--- src/rtl/hazard_detection_unit.sv ---
// Stall/flush controller for the MIPS pipeline: load-use bubbles, EX-resolved branch flushes,
// and mult/div busy tracking, plus a saturating stall-cycle counter.
module hazard_detection_unit #(
    parameter int REG_ADDR_WIDTH = 5,
    parameter int MULDIV_LATENCY = 32,
    parameter int COUNT_WIDTH    = 32
) (
    input  logic                      clk,
    input  logic                      rst,
    input  logic [REG_ADDR_WIDTH-1:0] id_rs,
    input  logic [REG_ADDR_WIDTH-1:0] id_rt,
    input  logic                      id_usesRs,
    input  logic                      id_usesRt,
    input  logic                      id_mdStart,
    input  logic                      id_readsHiLo,
    input  logic                      ex_memRead,
    input  logic [REG_ADDR_WIDTH-1:0] ex_regToWrite,
    input  logic                      ex_branchTaken,
    output logic                      pc_stall,
    output logic                      ifid_stall,
    output logic                      ifid_flush,
    output logic                      idex_bubble,
    output logic                      muldiv_start,
    output logic                      muldiv_busy,
    output logic                      muldiv_done,
    output logic [COUNT_WIDTH-1:0]    stall_cycles
);
    localparam int CNT_W = $clog2(MULDIV_LATENCY);
    localparam logic [CNT_W-1:0] CNT_LOAD = CNT_W'(MULDIV_LATENCY - 1);

    typedef enum logic {RUN = 1'b0, MD_BUSY = 1'b1} state_t;

    state_t           state, state_nxt;
    logic [CNT_W-1:0] cnt, cnt_nxt;
    logic             done_nxt;
    logic             loaduse, mdhaz, stall;

    assign muldiv_busy = (state == MD_BUSY);

    assign loaduse = ex_memRead && (ex_regToWrite != '0) &&
                     ((id_usesRs && (id_rs == ex_regToWrite)) ||
                      (id_usesRt && (id_rt == ex_regToWrite)));
    assign mdhaz   = muldiv_busy && (id_readsHiLo || id_mdStart);
    assign stall   = (loaduse || mdhaz) && !ex_branchTaken;

    // Controls are forced low while reset is held, even though they are combinational.
    always_comb begin
        pc_stall     = 1'b0;
        ifid_stall   = 1'b0;
        ifid_flush   = 1'b0;
        idex_bubble  = 1'b0;
        muldiv_start = 1'b0;
        if (rst) begin
            if (ex_branchTaken) begin
                ifid_flush  = 1'b1;
                idex_bubble = 1'b1;
            end else if (stall) begin
                pc_stall    = 1'b1;
                ifid_stall  = 1'b1;
                idex_bubble = 1'b1;
            end else begin
                muldiv_start = id_mdStart;
            end
        end
    end

    // A flush never cancels an in-flight busy period: the issued op was non-speculative.
    always_comb begin
        state_nxt = state;
        cnt_nxt   = cnt;
        done_nxt  = 1'b0;
        case (state)
            RUN: begin
                if (muldiv_start) begin
                    state_nxt = MD_BUSY;
                    cnt_nxt   = CNT_LOAD;
                end
            end
            MD_BUSY: begin
                if (cnt == '0) begin
                    state_nxt = RUN;
                    done_nxt  = 1'b1;
                end else begin
                    cnt_nxt = cnt - 1'b1;
                end
            end
            default: state_nxt = RUN;
        endcase
    end

    always_ff @(posedge clk or negedge rst) begin
        if (!rst) begin
            state       <= RUN;
            cnt         <= '0;
            muldiv_done <= 1'b0;
        end else begin
            state       <= state_nxt;
            cnt         <= cnt_nxt;
            muldiv_done <= done_nxt;
        end
    end

    always_ff @(posedge clk or negedge rst) begin
        if (!rst)
            stall_cycles <= '0;
        else if (pc_stall && (stall_cycles != '1))
            stall_cycles <= stall_cycles + 1'b1;
    end

endmodule

--- config.mk ---
export PLATFORM = sky130hd
export DESIGN_NAME = hazard_detection_unit
export DESIGN_NICKNAME = d
export VERILOG_FILES = /design/src/rtl/hazard_detection_unit.sv
export SDC_FILE = /design/constraint.sdc
export NUM_CORES = 1
export LEC_CHECK = 0
export ABC_AREA = 1
export ABC_CLOCK_PERIOD_IN_PS = 2120
export CAP_MARGIN = 20
export CORE_ASPECT_RATIO = 1.75
export CORE_UTILIZATION = 56
export CTS_BUF_LIST = sky130_fd_sc_hd__clkbuf_8
export DETAILED_ROUTE_END_ITERATION = 7
export DONT_BUFFER_PORTS = 1
export PLACE_DENSITY_LB_ADDON = 0.12
export SYNTH_ARGS = -nofsm -noshare
export SYNTH_HDL_FRONTEND = slang
export SYNTH_SLANG_ARGS = --single-unit
export TNS_END_PERCENT = 5
--- constraint.sdc ---
create_clock -name clk -period 2.12 [get_ports clk]
set_clock_uncertainty 0.1 [all_clocks]
set_input_delay 0.424 -clock clk [delete_from_list [all_inputs] [get_ports clk]]
set_output_delay 0.424 -clock clk [all_outputs]
set_load 0.005 [all_outputs]
==> metrics.md <==
| Metric | Value |
|---|---|
| Status | `finished clean` |
| All-layer global routing usage | `30.95%` |
| VDD IR max | `0.6808 mV` |
| Placed insts | `506` |
| Final setup TNS | `0 ps` |
| CTS sink count | `39` |
| Placed Instance Area | `0.002953 mm²` |
| Minimum clock period | `1870 ps` |
| Worst slew pin tran | `366.3 ps` |
| Yosys top cell area share | `33.93%` |
| TritonCTS Buffers | `5` |
| Pre-CTS setup slack | `287.4 ps` |
| Commonest non-fill, non-tap cell in the layout | `nand2_1` |
| CP required | `2210 ps` |
| Synthesis-to-layout area growth | `7.786%` |
| Postcts setup bufs | `0` |
| Global-route wire length before repair | `13,280 µm` |
| CP Max Fanout | `17` |
| Core Area | `0.004935 mm²` |
| Synth top area cells | `dfrtp_1 34%, nand2_1 28%, nor2_1 8.0%` |
| FILL cells | `492` |
| Final Util | `62.83%` |
| 1st-iter DRT viols | `105` |
| RR Endpoint | `stall_cycles[22]` |
| CTS clk-pin slew, worst paths | `80 ps` |
| Clock latency on the worst-skew pair | `290 ps` |
| Worst Min Path Start | `cnt[1]` |
| Largest net degree at the start of global routing | `40` |
| Combinational share of power | `28.2%` |
| P_sw | `770.4 µW` |
| Final Setup Violations | `0` |
| CP Launch Type | `register` |
| Power, Total | `2.212 mW` |
| Highest-count cells in the layout ignoring fill and taps | `212 x nand2_1, 61 x nor2_1, 39 x dfrtp_1` |
| RSZ-0062 raised after global routing | `no` |
| Post-Syn Area | `0.002877 mm²` |
| Share of cells above drive strength 1 | `6.710%` |
| Fmax | `534.9 MHz` |
| Die Height | `96.81 µm` |
| # hold bufs at CTS | `2` |
| Final Hold Slack | `423.8 ps` |
| Setup ws final | `250.5 ps` |
| Yosys cell types | `23` |
| DR DRC count | `0` |
| Hold Crit Class | `register to register` |
| Die area | `0.005438 mm²` |
| Syn avg cell area | `6.322 µm²` |
| WHS Path Cells | `2` |
| Via density | `5.545` |
| Worst R2R Path Depth | `9` |
| Antenna violations before repair | `0` |
| Cell taking the most area after synthesis | `dfrtp_1` |
| Slew Limit Fails | `0` |
| Routability cong. | `0.9048` |
| Max cap viols | `0` |
| Row cnt | `34` |
| Final hold vios | `0` |
| Avg WL per Cell | `15.29 µm` |
| Internal power | `1.442 mW` |
| Critical Path AT | `1960 ps` |
| Number of synthesized register bits | `39` |
| Reg-to-reg slack, setup | `250 ps` |
| Antenna diodes | `0` |
| TritonCTS clock tree | `built` |
| Hold Crit Endpoint | `cnt[1]` |
| Worst r2r src | `stall_cycles[1]` |
| Leak | `1.619 nW` |
| Initial Util | `58.29%` |
| Antenna viol nets, final | `0` |
| TritonRoute pass-1 iters | `4` |
| # resized after CTS | `0` |
| Gr ovfl total | `0` |
| Clk pwr share | `29.3%` |
| Syn Inst Count | `455` |
| Layout Nets | `487` |
| Synth Net Count | `481` |
| Sw Ratio | `34.82%` |
| DP Wirelength | `5884 µm` |
| Reg power frac | `42.6%` |
| Root buf cell | `clkbuf_8` |
| H-tree levels | `2` |
| Final wirelength | `7889 µm` |
| IO buf count | `0` |
| Post-Layout Cell Count | `516` |
| CP Class | `register to register` |
| Design area | `0.003100 mm²` |
| Number of global-route vias before repair | `2,883` |
| CTS Buffer Depth | `2` |
| Crit. End Element | `register` |
| Die X | `56.18 µm` |
| Pwr/cell area | `713.5 mW/mm²` |
| Ports | `62` |
| Slew Limit Headroom | `75.58%` |
| Fin crit share | `88.18%` |
| Vias | `2,861` |
| Synth Warn # | `0` |
| Register area share after synthesis | `33.93%` |
[logic make-up (layout without fill, tap and decap cells)]
logic type / count (synthesis) / after routing / share of synthesized area, %
xor+xnor: 15 / 15 / 4.567
buf+inv: 47 / 54 / 7.307
compound gates: 4 / 4 / 0.6956
simple gates: 347 / 347 / 52.20
fa+ha+maj: 3 / 3 / 1.305
flops: 39 / 39 / 33.93
[cell usage after synthesis]
library cell,count
nor2_4,2
nand3_2,1
buf_1,1
or2_2,2
buf_4,1
nand3_1,15
inv_2,1
buf_2,6
nor2_2,2
nand3b_1,15
nand2_2,3
nor2_1,61
nand4_1,34
o21ai_0,3
buf_6,3
dfrtp_1,39
xnor2_1,4
inv_1,32
xor2_1,11
a21oi_1,1
nand2_1,212
ha_1,3
clkbuf_1,3
[sequential cells by signal, indices dropped and copies added (netlist names)]
signal and flops:
muldiv_done 1, muldiv_busy 1, stall_cycles 32, cnt 5
[worst max-delay path, stage by stage (launching register included)]
cell and delay, ps:
dfrtp_1 430, ha_1 220, inv_2 60, nor2_4 160
nand2_2 140, nor2_4 160, nand2_2 90, buf_4 210
nand4_1 120, nand2_1 60
[power by group through the flow]
stage / registers [mW] / clock network, mW / logic, mW
2_1_floorplan: 0.934 / 0 / 0.463
3_3_place_gp: 0.953 / 0 / 0.588
3_5_place_dp: 0.956 / 0 / 0.601
4_1_cts: 0.940 / 0.664 / 0.625
5_1_grt: 0.958 / 0.677 / 0.708
6_report: 0.942 / 0.647 / 0.623
[how the worst max path moves through the flow]
stage	startpoint	slack (ps)	endpoint
floorplan	ex_regToWrite[3]	340	idex_bubble
global placement	ex_regToWrite[2]	320	muldiv_start
detailed placement	ex_regToWrite[2]	290	muldiv_start
CTS	stall_cycles[1]	270	stall_cycles[22]
global route	stall_cycles[1]	120	stall_cycles[22]
finish	stall_cycles[1]	250	stall_cycles[22]
[cell type report]
cell class / instances / area, µm² / area share, %
Clock buffer: 6 / 82.58 / 2.663
Clock inverter: 2 / 35.03 / 1.130
Inverter: 33 / 123.9 / 3.995
Multi-Input combinational cell: 369 / 1690 / 54.52
Sequential cell: 39 / 975.9 / 31.48
Tap cell: 54 / 67.56 / 2.179
Timing Repair Buffer: 13 / 125.1 / 4.036
[layer usage]
metal  track usage (%)  wire (µm)  up-vias
met3             6.551        379       24
met2             56.96       4143       79
met4             18.76        460        0
li1                  -          -     1449
met1             30.43       2906     1309
met5                 0          0        -
No activity file was read; power rests on OpenSTA's default activity.
